$ cat src/rtl/alu_op_sequencer_if.sv
// Command, ALU-side and result signals of alu_op_sequencer bundled as one interface.
// master = controller/ALU environment, slave = the sequencer.
interface alu_op_sequencer_if #(
    parameter int DATA_WIDTH = 8,
    parameter int FUN_WIDTH  = 4
);
    logic                      cmd_valid;
    logic                      cmd_ready;
    logic [FUN_WIDTH-1:0]      cmd_fun;
    logic [DATA_WIDTH-1:0]     cmd_a;
    logic [DATA_WIDTH-1:0]     cmd_b;
    logic                      alu_clk_en;
    logic                      alu_en;
    logic [FUN_WIDTH-1:0]      alu_fun;
    logic [DATA_WIDTH-1:0]     alu_a;
    logic [DATA_WIDTH-1:0]     alu_b;
    logic [2*DATA_WIDTH-1:0]   alu_out;
    logic                      alu_out_valid;
    logic                      res_valid;
    logic                      res_ready;
    logic [2*DATA_WIDTH-1:0]   res_data;
    logic                      res_err;

    modport master (
        output cmd_valid, cmd_fun, cmd_a, cmd_b, alu_out, alu_out_valid, res_ready,
        input  cmd_ready, alu_clk_en, alu_en, alu_fun, alu_a, alu_b, res_valid, res_data, res_err
    );

    modport slave (
        input  cmd_valid, cmd_fun, cmd_a, cmd_b, alu_out, alu_out_valid, res_ready,
        output cmd_ready, alu_clk_en, alu_en, alu_fun, alu_a, alu_b, res_valid, res_data, res_err
    );
endinterface

$ cat src/rtl/alu_op_sequencer.sv
// Runs one ALU operation per command: wake the ALU clock, strobe it, await result or timeout.
// Optional saturating op/error counters are built in when ALU_SEQ_PERF_CNT_EN is defined.
module alu_op_sequencer #(
    parameter int DATA_WIDTH  = 8,
    parameter int FUN_WIDTH   = 4,
    parameter int WAKE_CYCLES = 1,
    parameter int TIMEOUT     = 15
) (
    input  logic              clk,
    input  logic              rst_n,
    alu_op_sequencer_if.slave bus
`ifdef ALU_SEQ_PERF_CNT_EN
    ,
    output logic [15:0]       op_cnt,
    output logic [7:0]        err_cnt
`endif
);

    localparam int RW = 2 * DATA_WIDTH;
    localparam int TW = $clog2(TIMEOUT + 1);
    localparam logic [2:0]    WAKE_LAST = 3'((WAKE_CYCLES == 0) ? 0 : WAKE_CYCLES - 1);
    localparam logic [TW-1:0] TMO_LAST  = TW'(TIMEOUT - 1);

    typedef enum logic [2:0] {
        S_IDLE,
        S_WAKE,
        S_EXEC,
        S_WAIT,
        S_HOLD
    } state_t;

    state_t                state_reg;
    logic [2:0]            wake_cnt_reg;
    logic [TW-1:0]         tmo_cnt_reg;
    logic [FUN_WIDTH-1:0]  fun_reg;
    logic [DATA_WIDTH-1:0] a_reg;
    logic [DATA_WIDTH-1:0] b_reg;
    logic [RW-1:0]         res_data_reg;
    logic                  res_err_reg;

    always_ff @(posedge clk or negedge rst_n) begin
        if (!rst_n) begin
            state_reg    <= S_IDLE;
            wake_cnt_reg <= '0;
            tmo_cnt_reg  <= '0;
            fun_reg      <= '0;
            a_reg        <= '0;
            b_reg        <= '0;
            res_data_reg <= '0;
            res_err_reg  <= 1'b0;
`ifdef ALU_SEQ_PERF_CNT_EN
            op_cnt       <= '0;
            err_cnt      <= '0;
`endif
        end else begin
            case (state_reg)
                S_IDLE: begin
                    if (bus.cmd_valid) begin
                        fun_reg      <= bus.cmd_fun;
                        a_reg        <= bus.cmd_a;
                        b_reg        <= bus.cmd_b;
                        wake_cnt_reg <= '0;
                        tmo_cnt_reg  <= '0;
                        state_reg    <= (WAKE_CYCLES == 0) ? S_EXEC : S_WAKE;
                    end
                end
                S_WAKE: begin
                    if (wake_cnt_reg == WAKE_LAST) begin
                        state_reg <= S_EXEC;
                    end else begin
                        wake_cnt_reg <= wake_cnt_reg + 3'd1;
                    end
                end
                S_EXEC: begin
                    tmo_cnt_reg <= '0;
                    state_reg   <= S_WAIT;
                end
                S_WAIT: begin
                    // A result arriving on the terminal-count edge still counts as success.
                    if (bus.alu_out_valid) begin
                        res_data_reg <= bus.alu_out;
                        res_err_reg  <= 1'b0;
                        state_reg    <= S_HOLD;
                    end else if (tmo_cnt_reg == TMO_LAST) begin
                        res_data_reg <= '0;
                        res_err_reg  <= 1'b1;
                        state_reg    <= S_HOLD;
                    end else begin
                        tmo_cnt_reg <= tmo_cnt_reg + TW'(1);
                    end
                end
                S_HOLD: begin
                    if (bus.res_ready) begin
`ifdef ALU_SEQ_PERF_CNT_EN
                        if (!res_err_reg && op_cnt != 16'hFFFF) begin
                            op_cnt <= op_cnt + 16'd1;
                        end
                        if (res_err_reg && err_cnt != 8'hFF) begin
                            err_cnt <= err_cnt + 8'd1;
                        end
`endif
                        res_err_reg <= 1'b0;
                        state_reg   <= S_IDLE;
                    end
                end
                default: state_reg <= S_IDLE;
            endcase
        end
    end

    // Decoded straight from the state register so reset gates the ALU clock off at once.
    assign bus.cmd_ready  = (state_reg == S_IDLE);
    assign bus.alu_en     = (state_reg == S_EXEC);
    assign bus.alu_clk_en = (state_reg == S_WAKE) || (state_reg == S_EXEC) || (state_reg == S_WAIT);
    assign bus.res_valid  = (state_reg == S_HOLD);
    assign bus.res_data   = res_data_reg;
    assign bus.res_err    = res_err_reg;
    assign bus.alu_fun    = fun_reg;
    assign bus.alu_a      = a_reg;
    assign bus.alu_b      = b_reg;

endmodule

$ cat src/flat_wrapper.sv
// flat-port wrapper written by rule: the top's interface ports become plain ports
module alu_op_sequencer_flat 
#(
    parameter int DATA_WIDTH  = 8,
    parameter int FUN_WIDTH   = 4,
    parameter int WAKE_CYCLES = 1,
    parameter int TIMEOUT     = 15
)
  (clk, rst_n, bus_cmd_valid, bus_cmd_fun, bus_cmd_a, bus_cmd_b, bus_alu_out, bus_alu_out_valid, bus_res_ready, bus_cmd_ready, bus_alu_clk_en, bus_alu_en, bus_alu_fun, bus_alu_a, bus_alu_b, bus_res_valid, bus_res_data, bus_res_err);
  alu_op_sequencer_if #(.DATA_WIDTH(DATA_WIDTH), .FUN_WIDTH(FUN_WIDTH)) bus_i ();
  input  logic clk;
  input  logic rst_n;
  input wire logic [$bits(bus_i.cmd_valid)-1:0] bus_cmd_valid;
  input wire logic [$bits(bus_i.cmd_fun)-1:0] bus_cmd_fun;
  input wire logic [$bits(bus_i.cmd_a)-1:0] bus_cmd_a;
  input wire logic [$bits(bus_i.cmd_b)-1:0] bus_cmd_b;
  input wire logic [$bits(bus_i.alu_out)-1:0] bus_alu_out;
  input wire logic [$bits(bus_i.alu_out_valid)-1:0] bus_alu_out_valid;
  input wire logic [$bits(bus_i.res_ready)-1:0] bus_res_ready;
  output wire logic [$bits(bus_i.cmd_ready)-1:0] bus_cmd_ready;
  output wire logic [$bits(bus_i.alu_clk_en)-1:0] bus_alu_clk_en;
  output wire logic [$bits(bus_i.alu_en)-1:0] bus_alu_en;
  output wire logic [$bits(bus_i.alu_fun)-1:0] bus_alu_fun;
  output wire logic [$bits(bus_i.alu_a)-1:0] bus_alu_a;
  output wire logic [$bits(bus_i.alu_b)-1:0] bus_alu_b;
  output wire logic [$bits(bus_i.res_valid)-1:0] bus_res_valid;
  output wire logic [$bits(bus_i.res_data)-1:0] bus_res_data;
  output wire logic [$bits(bus_i.res_err)-1:0] bus_res_err;
  assign bus_i.cmd_valid = bus_cmd_valid;
  assign bus_i.cmd_fun = bus_cmd_fun;
  assign bus_i.cmd_a = bus_cmd_a;
  assign bus_i.cmd_b = bus_cmd_b;
  assign bus_i.alu_out = bus_alu_out;
  assign bus_i.alu_out_valid = bus_alu_out_valid;
  assign bus_i.res_ready = bus_res_ready;
  assign bus_cmd_ready = bus_i.cmd_ready;
  assign bus_alu_clk_en = bus_i.alu_clk_en;
  assign bus_alu_en = bus_i.alu_en;
  assign bus_alu_fun = bus_i.alu_fun;
  assign bus_alu_a = bus_i.alu_a;
  assign bus_alu_b = bus_i.alu_b;
  assign bus_res_valid = bus_i.res_valid;
  assign bus_res_data = bus_i.res_data;
  assign bus_res_err = bus_i.res_err;
  alu_op_sequencer #(.DATA_WIDTH(DATA_WIDTH), .FUN_WIDTH(FUN_WIDTH), .WAKE_CYCLES(WAKE_CYCLES), .TIMEOUT(TIMEOUT)) u_core (.clk(clk), .rst_n(rst_n), .bus(bus_i));
endmodule
$ cat config.mk
export PLATFORM = sky130hd
export DESIGN_NAME = alu_op_sequencer_flat
export DESIGN_NICKNAME = d
export VERILOG_FILES = /design/src/rtl/alu_op_sequencer_if.sv /design/src/rtl/alu_op_sequencer.sv /design/src/flat_wrapper.sv
export SDC_FILE = /design/constraint.sdc
export NUM_CORES = 1
export LEC_CHECK = 0
export BUFFER_PORTS_ARGS = -buffer_cell sky130_fd_sc_hd__buf_2
export CELL_PAD_IN_SITES_DETAIL_PLACEMENT = 1
export CELL_PAD_IN_SITES_GLOBAL_PLACEMENT = 2
export CORE_UTILIZATION = 31
export CTS_BUF_LIST = sky130_fd_sc_hd__clkbuf_8
export CTS_CLUSTER_DIAMETER = 80
export DETAILED_ROUTE_END_ITERATION = 10
export PLACE_DENSITY = 0.84
export SKIP_LAST_GASP = 1
export SLEW_MARGIN = 20
export SYNTH_ARGS = -nofsm -noshare
export SYNTH_HDL_FRONTEND = slang
export SYNTH_SLANG_ARGS = --single-unit
export TNS_END_PERCENT = 1
$ cat constraint.sdc
create_clock -name clk -period 2.2 [get_ports clk]
set_clock_uncertainty 0.15 [all_clocks]
set_input_delay 0.33 -clock clk [delete_from_list [all_inputs] [get_ports clk]]
set_output_delay 0.33 -clock clk [all_outputs]
set_load 0.01 [all_outputs]
# Yosys cells after proc, flatten, opt, wreduce, memory -nomap -nowiden
# Index checks and enable logic that the tools add are counted.
dict set report classes {
  add_sub_neg 2
  eq_ne 12
  muxes 19
  n_reduce_logical 14
}
# op n
set op_table {}
lappend op_table {{16-bit two-way mux} 2}
lappend op_table {{3-bit two-way mux} 7}
lappend op_table {{3-bit one-hot mux with 5 select lines} 1}
lappend op_table {{4-bit two-way mux} 3}
lappend op_table {{4-bit one-hot mux with 3 select lines} 1}
lappend op_table {{2-bit != test (second input constant)} 5}
lappend op_table {{4-bit AND reduction} 2}
lappend op_table {{3-bit by 2-bit equality test with 1-bit output (second input constant)} 2}
lappend op_table {{3-bit zero test} 2}
lappend op_table {{3-bit one-hot mux with 2 select lines} 1}
lappend op_table {{3-bit AND reduction} 2}
lappend op_table {{2-bit nonzero test} 3}
lappend op_table {{4-bit by 1-bit adder with 4-bit output (second input constant)} 1}
lappend op_table {{4-bit equality test (second input constant)} 1}
lappend op_table {{2-bit AND reduction} 2}
lappend op_table {{3-bit by 1-bit adder with 3-bit output (second input constant)} 1}
lappend op_table {{3-bit by 1-bit equality test with 1-bit output (second input constant)} 1}
lappend op_table {{3-bit equality test (second input constant)} 1}
lappend op_table {{1-bit two-way mux} 3}
lappend op_table {{3-bit by 2-bit != test with 1-bit output (second input constant)} 1}
lappend op_table {{3-bit nonzero test} 1}
lappend op_table {{1-bit logical OR} 2}
lappend op_table {{2-bit by 1-bit != test with 1-bit output (second input constant)} 1}
lappend op_table {{1-bit one-hot mux with 2 select lines} 1}
dict set report word_totals {
  reg_bits 47
  input_bits 41
  out_inout_bits 41
  wordCells 55
}

# Depth between registers and ports, before layout
dict set report depth {
  ltp_word 4
  depth_mapped 7
  depth_no_buf 5
}

# Least setup slack after synthesis
# No wires, ideal clock.
dict set report synth_path {
  kind {register to register}
  start {register u_core.tmo_cnt_reg[0]}
  end {register u_core.tmo_cnt_reg[0]}
  setup_time_ns 0.135
  t_arrival_ns 1.403
  required_ns 1.915
  path_slack_ns 0.511
  stages_incl_launch_ff 8
  n_path_buf 2
  period_less_slack_ns 1.689
  path_cell_list {dfrtp_1 -> inv_1 -> ha_1 -> a31oi_1 -> nand2b_1 -> buf_4 -> buf_6 -> a31oi_1}
}
dict set report synth_between {
  elab_chain_cells 4
  word_cells_on_any_way 7
  cone_classes {1 x add/sub; 2 x eq/ne; 3 x mux; 1 x reduce/logical}
}
# item line
set synth_rtl {}
lappend synth_rtl {{from (decl)} alu_op_sequencer.sv:34} ;# logic [TW-1:0] tmo_cnt_reg;
lappend synth_rtl {{from (signal assigned)} alu_op_sequencer.sv:89} ;# tmo_cnt_reg <= tmo_cnt_reg + TW'(1);
lappend synth_rtl {{4-bit by 1-bit adder with 4-bit output} alu_op_sequencer.sv:89}
lappend synth_rtl {{4-bit two-way mux} alu_op_sequencer.sv:84} ;# end else if (tmo_cnt_reg == TMO_LAST) begin
lappend synth_rtl {{4-bit two-way mux} alu_op_sequencer.sv:80} ;# if (bus.alu_out_valid) begin
lappend synth_rtl {{4-bit one-hot mux with 3 select lines} alu_op_sequencer.sv:56} ;# case (state_reg)
# Several ways; a longest one is shown, not always the timed one. The select of a mux whose other input is x is not followed.
# A chain may end at the register's enable or synchronous reset.

# Final worst setup path
dict set report layout_path {
  start {register u_core.state_reg[0]}
  end {output bus_res_valid}
}
dict set report layout_between {
  elab_chain_cells 1
}
# item line
set layout_rtl {}
lappend layout_rtl {{from (decl)} alu_op_sequencer.sv:32} ;# state_t state_reg;
lappend layout_rtl {{from (signal assigned)} alu_op_sequencer.sv:64} ;# state_reg <= (WAKE_CYCLES == 0) ? S_EXEC : S_WAKE;
lappend layout_rtl {{3-bit equality test} alu_op_sequencer.sv:115} ;# assign bus.res_valid = (state_reg == S_HOLD);
lappend layout_rtl {{to (decl)} flat_wrapper.sv:26} ;# output wire logic [$bits(bus_i.res_valid)-1:0] bus_res_valid;
# No other way between the ends.

==> metrics.md <==
| Metric | Value |
|---|---|
| Max Root-Sink Buffers | 2 |
| CTS buffer count | 5 |
| Crit Path Max Fanout | 11 |
| GP Congestion | 0.706 |
| Overall power | 3.61 mW |
| Post-Place Cells | 305 |
| Initial Utilization | 0.321 |
| Post-synthesis cell type count | 32 |
| Design area | 2630 um2 |
| Die X | 83.1 um |
| DR WL/cell | 14.6 um |
| Pwr Density | 1370 nW/um2 |
| Dpl ws | 402 ps |
| Chip Height | 83.1 um |
| Worst-Skew Late Latency | 290 ps |
| Synth Area per Inst | 13.4 um2 |
| Clk slew on worst S/H paths | 80 ps |
| Root Buffer | clkbuf_8 |
| Synthesized area | 2040 um2 |
| Tcrit/Tclk final | 0.835 |
| Max-Cap Viols | 0 |
| Yosys synthesis warning count | 0 |
| P_leak | 1.32 nW |
| Detailed Routing Iterations Pass 1 | 4 |
| Seq cells post-synth | 47 |
| Final worst slack | 364 ps |
| CP required | 1720 ps |
| Num rows | 29 |
| GRT overflow | 0 |
| Largest register FFs | 16 |
| Crit path capture type | primary output |
| Post-CTS sizing | 0 |
| Drt via density | 4.79 |
| Synth top area cells | dfrtp_1 58%, mux2_1 11%, a22o_1 7.3%, ha_1 2.5%, buf_6 2.2% |
| CTS tree | built |
| FMAX | 0.545 GHz |
| Starting DRT DRC Count | 45 |
| Layout cell share with drive strength beyond 1 | 0.422 |
| Largest net degree at the start of global routing | 27 |
| Core Area | 6350 um2 |
| Final hold violation count | 0 |
| Placed Area | 2500 um2 |
| H-Tree Depth | 2 |
| Setup Viol. Count Final | 0 |
| Slew HR | 0.661 |
| RSZ-0062 raised after global routing | false |
| Fin util | 0.414 |
| Clock Sink Count | 47 |
| Antenna Nets Post-Route | 0 |
| Register area share after synthesis | 0.577 |
| Hold Startpoint | bus_res_ready |
| WHS | 68.9 ps |
| Antenna diode count | 0 |
| Routed WL | 4.58 mm |
| Vias in the first global route | 1619 |
| Post-synth top area cell | dfrtp_1 |
| Detailed placement HPWL | 3.45 mm |
| Vias post-DR | 1504 |
| Initial antenna violation count | 0 |
| Die area | 6910 um2 |
| First-pass GRT wire length | 7.84 mm |
| Kind of critical path | reg2out |
| Nets@finish | 281 |
| Tot GR Track Use | 0.140 |
| Worst R2R Start | u_core.state_reg[2] |
| Worst Hold Class | in2reg |
| P&R area growth vs syn | 28.8% |
| Critical Path Start Type | register |
| Crit path DAT | 1360 ps |
| Post-layout min period | 1840 ps |
| Slew Limit Fails | 0 |
| Syn_nets | 197 |
| Peak supply drop | 0.503 mV |
| Status | completed |
| Crit path from | u_core.state_reg[0] |
| Mapped Cells | 152 |
| Setup tns final | 0 ps |
| I/O pin total | 82 |
| Area share of the largest cell type after synthesis | 0.577 |
| Buffers on Ports | 81 |
| Fin cells | 314 |
| Tightest Pin Transition | 508 ps |
| DRC | 0 |
-- critical path, stage by stage, from the launching register on --
cell and delay [ps]:
dfrtp_1 510, nor2_1 200, nand2_1 90, inv_1 110, buf_2 150
-- metal layers --
metal,vias to the layer above,wire (um),global-route usage
met5,-,0,0
met4,0,55,0.0470
met1,758,2000,0.174
li1,706,-,-
met2,35,2330,0.236
met3,5,194,0.0378
-- path summary, 6_finish.rpt --
kind,end,slack [ps],depth (start not counted)
max,bus_res_valid,360,4
min,u_core.bus.res_err,70,2
max reg2reg,u_core.bus.res_data[7],400,4
min reg2reg,u_core.bus.alu_fun[1],330,1
max in group asynchronous,u_core.bus.alu_fun[0],1000,3
min in group asynchronous,u_core.bus.alu_a[0],380,2
-- power breakdown --
part | total, mW | switching [mW] | internal, mW
logic | 1.43 | 0.713 | 0.715
registers | 1.53 | 0.273 | 1.26
clock network | 0.646 | 0.278 | 0.368
-- cell usage after synthesis --
master and count:
buf_6 4, mux2_2 1, nand2_1 3, nand2b_1 4, and2_4 1, a21bo_2 1, o221ai_1 1, buf_4 3
and4bb_2 1, ha_1 4, mux2i_1 2, dfrtp_1 47, o211ai_1 1, buf_8 1, a21oi_1 5, nor2_1 4
o21ai_0 3, inv_1 10, nand3b_1 2, and2_1 1, o311ai_0 1, mux2_1 20, nor3_1 3, nor3b_1 1
a31oi_1 3, or3_1 2, a22o_1 17, nor4b_4 1, and3b_1 1, a221oi_2 1, a211oi_1 1, buf_2 2
-- area by class of cell --
| type | count | area, um2 |
|---|---|---|
| Tap cell | 77 | 96.3 |
| Clock inverter | 2 | 35.0 |
| Fill cell | 706 | 3720 |
| Sequential cell | 47 | 1180 |
| Timing Repair Buffer | 87 | 465 |
| Clock buffer | 6 | 82.6 |
| Inverter | 10 | 37.5 |
| Multi-Input combinational cell | 85 | 733 |
-- cells by family (layout without fill, tap and decap cells) --
kind of cell | Yosys count | count (layout) | synth area share
multiplexers | 23 | 23 | 0.126
adder cells (fa/ha/maj) | 4 | 4 | 0.0245
flip-flops | 47 | 47 | 0.577
AO/OA/AOI/OAI | 34 | 34 | 0.130
AND/OR/NAND/NOR | 24 | 24 | 0.0791
buffers and inverters | 20 | 105 | 0.0638
-- timing repair --
item                                   4_1_cts  5_1_grt
buffers inserted                             0        0
endpoints found under the hold margin       21        0
hold buffers                                 1        0
-- layout by cell type, fill, tap and decap left out, types with 3 or more instances in the layout --
cell type,n
buf_2,81
dfrtp_1,47
mux2_1,20
a22o_1,17
inv_1,10
clkbuf_8,6
a21oi_1,5
nor2_1,4
nand2b_1,4
ha_1,4
buf_4,4
nor3_1,3
nand2_1,3
o21ai_0,3
a31oi_1,3
(Power assumes the default switching activity.)
